<file path="src/rtl/cache_control.sv">
// cache_control: direct-mapped write-back L1 controller; owns valid/dirty bits, the hit/miss FSM and the write-hit line merge.
// Latency: a hit completes in the cycle it is first seen in IDLE; a miss costs [writeback cycles] + fill cycles + 1.
// Backpressure: the CPU request is held until mem_resp; pmem_read/pmem_write are held until pmem_resp.
//
// Ports:
//   clk, rst                          clock, synchronous active-high reset
//   mem_read/mem_write/mem_*          CPU request side; mem_rdata/mem_resp completion
//   pmem_read/pmem_write/pmem_*       physical-memory line fill / writeback
//   array_index, data_*, tag_*        external data and tag arrays (combinational read outputs)
//   miss_count                        live miss counter when CACHE_MISS_CTR_EN is defined, else tied to 0
//
// Optional feature macro: CACHE_MISS_CTR_EN

module cache_control #(
   parameter int unsigned WIDTH = 128,
   parameter int unsigned SETS  = 8,
   parameter int unsigned TAG_W = 9,
   localparam int unsigned IDX_W = $clog2(SETS)
) (
   input  logic             clk,
   input  logic             rst,
   input  logic             mem_read,
   input  logic             mem_write,
   input  logic [1:0]       mem_byte_enable,
   input  logic [15:0]      mem_address,
   input  logic [15:0]      mem_wdata,
   output logic [15:0]      mem_rdata,
   output logic             mem_resp,
   output logic             pmem_read,
   output logic             pmem_write,
   output logic [15:0]      pmem_address,
   input  logic [WIDTH-1:0] pmem_rdata,
   input  logic             pmem_resp,
   output logic [IDX_W-1:0] array_index,
   output logic             data_write,
   output logic [WIDTH-1:0] data_in,
   input  logic [WIDTH-1:0] data_out,
   output logic             tag_write,
   input  logic [TAG_W-1:0] tag_out,
   output logic [15:0]      miss_count
);

   typedef enum logic [1:0] {
      S_IDLE      = 2'd0,
      S_WRITEBACK = 2'd1,
      S_FILL      = 2'd2
   } state_t;

   state_t            state_q, state_d;
   logic [SETS-1:0]   valid_q, valid_d;
   logic [SETS-1:0]   dirty_q, dirty_d;

   logic [IDX_W-1:0]  idx;
   logic [TAG_W-1:0]  req_tag;
   logic [2:0]        word;
   logic              req;
   logic              hit;
   logic [WIDTH-1:0]  merged;
   logic              unused_addr_lsb;

   assign idx             = mem_address[4 +: IDX_W];
   assign req_tag         = mem_address[15 -: TAG_W];
   assign word            = mem_address[3:1];
   assign array_index     = idx;
   assign req             = mem_read | mem_write;
   assign hit             = valid_q[idx] && (tag_out == req_tag);
   assign unused_addr_lsb = mem_address[0];

   // Resident line with the enabled byte lanes of the addressed word replaced.
   always_comb begin
      merged = data_out;
      if (mem_byte_enable[0]) merged[{word, 4'b0000} +: 8] = mem_wdata[7:0];
      if (mem_byte_enable[1]) merged[{word, 4'b1000} +: 8] = mem_wdata[15:8];
   end

   // All outputs are decoded from the current state; reset forces them quiet
   // so an abandoned writeback/fill is dropped immediately.
   always_comb begin
      state_d      = state_q;
      valid_d      = valid_q;
      dirty_d      = dirty_q;
      mem_resp     = 1'b0;
      mem_rdata    = '0;
      pmem_read    = 1'b0;
      pmem_write   = 1'b0;
      pmem_address = '0;
      data_write   = 1'b0;
      data_in      = '0;
      tag_write    = 1'b0;
      if (!rst) begin
         case (state_q)
            S_IDLE: begin
               if (req) begin
                  if (hit) begin
                     mem_resp = 1'b1;
                     // A simultaneous read+write is serviced as a write.
                     if (mem_write) begin
                        data_write   = 1'b1;
                        data_in      = merged;
                        dirty_d[idx] = 1'b1;
                     end else begin
                        mem_rdata = data_out[{word, 4'b0000} +: 16];
                     end
                  end else if (valid_q[idx] && dirty_q[idx]) begin
                     state_d = S_WRITEBACK;
                  end else begin
                     state_d = S_FILL;
                  end
               end
            end
            S_WRITEBACK: begin
               pmem_write   = 1'b1;
               pmem_address = {tag_out, idx, 4'b0000};
               if (pmem_resp) state_d = S_FILL;
            end
            S_FILL: begin
               pmem_read    = 1'b1;
               pmem_address = {mem_address[15:4], 4'b0000};
               if (pmem_resp) begin
                  data_write   = 1'b1;
                  data_in      = pmem_rdata;
                  tag_write    = 1'b1;
                  valid_d[idx] = 1'b1;
                  dirty_d[idx] = 1'b0;
                  state_d      = S_IDLE;
               end
            end
            default: state_d = S_IDLE;
         endcase
      end
   end

   always_ff @(posedge clk) begin
      if (rst) begin
         state_q <= S_IDLE;
         valid_q <= '0;
         dirty_q <= '0;
      end else begin
         state_q <= state_d;
         valid_q <= valid_d;
         dirty_q <= dirty_d;
      end
   end

`ifdef CACHE_MISS_CTR_EN
   logic [15:0] miss_q, miss_d;

   // Counts once per miss, on the IDLE cycle that detects it; wraps naturally.
   always_comb begin
      miss_d = miss_q;
      if (state_q == S_IDLE && req && !hit) miss_d = miss_q + 16'd1;
   end

   always_ff @(posedge clk) begin
      if (rst) miss_q <= '0;
      else     miss_q <= miss_d;
   end

   assign miss_count = miss_q;
`else
   assign miss_count = 16'h0000;
`endif

endmodule

</file>
<file path="config.mk">
export PLATFORM = sky130hd
export DESIGN_NAME = cache_control
export DESIGN_NICKNAME = d
export VERILOG_FILES = /design/src/rtl/cache_control.sv
export SDC_FILE = /design/constraint.sdc
export NUM_CORES = 1
export LEC_CHECK = 0
export ABC_AREA = 1
export CAP_MARGIN = 5
export CORE_AREA = 2 2 192 194
export DETAILED_ROUTE_END_ITERATION = 7
export DIE_AREA = 0 0 194 196
export PLACE_DENSITY = 0.6
export RECOVER_POWER = 25
export SETUP_SLACK_MARGIN = 0.4
export SLEW_MARGIN = 30
export SYNTH_ARGS = -nofsm -noshare
export SYNTH_HDL_FRONTEND = slang
export SYNTH_SLANG_ARGS = --single-unit
export TNS_END_PERCENT = 30
</file>
<file path="constraint.sdc">
create_clock -name clk -period 4.83 [get_ports clk]
set_input_delay 0.7245 -clock clk [delete_from_list [all_inputs] [get_ports clk]]
set_output_delay 0.7245 -clock clk [all_outputs]
set_load 0.01 [all_outputs]
</file>
==> run metrics <==
#FFs+latches synth=18; number of DRC markers in iteration 0=930; Layout area overhead=76.0%; Post-Synth XOR/XNOR Area=less than 1%; Power Density=between 100 and 150 nW/µm²; global-route wire length before repair=65000 µm; CP max FO=between 50 and 60; Max clock buf depth=2; Top cell by count, worst path=nand3_1; WP data arrival=3.59 ns; Clock Sinks=18; GRT Util Overall=between 20% and 30%; Max Freq=approximately 230 MHz; pin count of the biggest net entering global routing=between 100 and 150; Tmin final=between 4 and 5 ns; crit share post-route=89.4%; Hold Path Stages=2; HPWL after detailed placement=~37000 µm; Slew Viols, Final=0; ys flop type=dfxtp_1; Design Area, Final=approximately 12000 µm²; reg-to-reg startpoint=state_q[0]$_SDFFE_PP0P_; Worst path slowest cell=clkdlybuf4s50_1; flop2flop setup slack=roughly 2.3 ns; Worst Min Path Start=valid_q[5]$_SDFFE_PP0P_; simple-gate area share of the yosys netlist=a little over two fifths; Synth Area in Adders=1.84%; FP Rows=70; fraction of synthesized area in multiplexers=4.86%; width of the die=around 190 µm; Buffers & Inverters on Critical Path=4; Hold Path End=valid_q[5]$_SDFFE_PP0P_; CP cell instances=dlygate4sd3_1, inv_1, nand2_1, nand2_1, nor2_1, nand3_1, nor2_1, nand3_1, nor2_4, buf_12, nand3_1, a21oi_1, clkdlybuf4s50_1; Final Hold Vio Count=0; Peak supply drop=0.130 mV; via count=10800; Worst setup EP type=output pin; Placed Area=roughly 12000 µm²; Worst Setup Start Kind=primary input; wire per inst=slightly above 20 µm; worst r2r dst=valid_q[3]$_SDFFE_PP0P_; # IOs=between 400 and 500; Cell variety after synth=34; crit path kind=primary input to output pin; # Max-Cap Violations=0; relative slew slack=around two fifths; Final #Nets=between 2000 and 2500; YS warnings=0; Initial Util=between 10% and 20%; largest family of logic cells by synthesized area=simple AND/OR/NAND/NOR gates; Syn Area/Cell=5.03 µm²; EDFF count, synth=0; vias in the first global route=~11000; Synth Area in Compound Gates=between 20% and 30%; total CTS buffers=3; Post-Syn Instances=1353; remaining routing DRC violations=0; die height=196 µm; Final Wtd Congestion=0.918; CTS HTree Levels=1; status=finished, final reports clean; Worst Hold Class=register to register; antenna violations before repair=4; Fin Setup TNS=0 ns; post-synthesis async set-or-reset flop share=0%; Core Box Area=36100 µm²; I/O Buffers=approximately 470; proportion of layout cells with a drive suffix above 1=6.03%; final wirelength=approximately 45000 µm; Clock Latency Late Sink=~0.25 ns; CP top delay family=buffers and inverters; Worst Tran Pin Value=about 0.90 ns; vias per cell=a little under 5; Reg clk slew, reported paths=~0.050 ns; RSZ-0062 raised after global routing=yes; clock skew=0.00142 ns; GRT overflow=0; Initial DRT Pass Iterations=6; Post-Syn Area=6800 µm²; CTS root buf=clkbuf_16; number of setup violations in the final report=0; CP Data Required Time=4.11 ns; CTS tree=yes; Leak=4.72 nW; sequential share of the synthesized area=5.30%; DIE AREA=38000 µm²; max incr delay on CP=approximately 0.6 ns; Reg2Reg Depth=7; ANT nets after route=0
how the worst max path moves through the flow:
stage,depth (start not counted),slack [ns],end,from
finish,13,0.51,data_in[82],tag_out[1]
global route,13,0.31,data_in[82],tag_out[1]
CTS,14,0.42,data_in[70],mem_address[3]
detailed placement,13,0.34,data_in[32],mem_address[1]
global placement,13,0.36,data_in[32],mem_address[1]
floorplan,12,1.09,data_in[100],mem_address[1]
cell usage after synthesis (11+ instances only):
cell type	number	area, µm²
nand4_1	24	150
inv_1	132	495
mux2_2	16	180
o21ai_0	83	415
or2_2	25	156
nand2_1	352	1320
dfxtp_1	18	360
o21ai_1	12	60.1
a21oi_1	198	991
buf_1	14	52.6
buf_2	17	85.1
clkbuf_1	55	206
nor3_1	12	60.1
buf_4	27	203
a22oi_1	25	188
nand3_1	136	681
buf_6	11	124
mux2i_1	15	150
o211ai_1	16	120
nor2_1	122	458
layer usage:
layer / track usage [%] / up-vias / routed length (µm)
met1: 26.9 / 4898 / 18300
li1: - / 5249 / -
met2: 39.6 / 566 / 22100
met4: 7.32 / 0 / 1500
met3: 3.21 / 73 / 3110
met5: 0 / - / 0
layout make-up:
type                            instances  area, µm²
Antenna cell                            4       10.0
Clock buffer                            4       88.8
Fill cell                            3998      24100
Inverter                              140        534
Multi-Input combinational cell       1090       5340
Sequential cell                        18        360
Tap cell                              468        586
Timing Repair Buffer                  507       5050
per-stage QoR:
step                utilization [%]  hold slack (ns)  setup WS, ns  cells  power [W]
floorplan                         -            0.437          1.09   1372   0.000677
global placement               32.6            0.456         0.357   2214    0.00123
detailed placement             32.6            0.462         0.336   2214    0.00124
CTS                            32.8            0.475         0.417   2218    0.00143
global route                   33.2            0.499         0.311   2231    0.00154
finish                         33.2            0.477         0.512   2231    0.00143
repair_timing:
item	CTS	global route
resized for setup	2	8
gates cloned	0	1
setup endpoints to repair	14	62
hold buffers	0	0
buffers inserted	0	8
pin swaps	0	1
cells by family (layout without fill, tap and decap cells):
group                    count (synthesis)  count (layout)
AO/OA/AOI/OAI                          344             344
buffers and inverters                  264             651
AND/OR/NAND/NOR                        682             682
XOR/XNOR                                 3               3
flip-flops                              18              18
multiplexers                            31              31
other                                    1              24
adder cells (fa/ha/maj)                 10              10
report_power, final:
part | switching (W) | internal (W)
registers | 0.00000411 | 0.000158
logic | 0.000584 | 0.000493
clock network | 0.0000611 | 0.000126
cells in the final DEF, fill, tap and decap left out, types with 2 or more instances in the layout:
| cell | count |
|---|---|
| clkdlybuf4s50_1 | 435 |
| nand2_1 | 351 |
| a21oi_1 | 198 |
| nand3_1 | 137 |
| inv_1 | 130 |
| nor2_1 | 121 |
| o21ai_0 | 82 |
| buf_4 | 34 |
| dlygate4sd3_1 | 26 |
| or2_2 | 25 |
| a22oi_1 | 25 |
| nand4_1 | 24 |
| conb_1 | 20 |
| dfxtp_1 | 18 |
| mux2_2 | 16 |
| o211ai_1 | 16 |
| mux2i_1 | 15 |
| nor3_1 | 12 |
| o21ai_1 | 12 |
| ha_1 | 10 |
| o22ai_1 | 8 |
| buf_12 | 7 |
| diode_2 | 4 |
| nand2_2 | 4 |
| clkinv_1 | 4 |
| clkbuf_16 | 4 |
| inv_2 | 3 |
| xnor2_1 | 3 |
| clkbuf_1 | 3 |
| inv_4 | 2 |
| nor2_4 | 2 |
| nor2_2 | 2 |
worst reg2reg max path: stages (launching register included):
cell     delay, ns
dfxtp_1       0.31
inv_1         0.10
ha_1          0.76
nand2_1       0.29
inv_4         0.39
buf_12        0.32
a21oi_1       0.17
nor2_1        0.10
(Power assumes the default switching activity.)
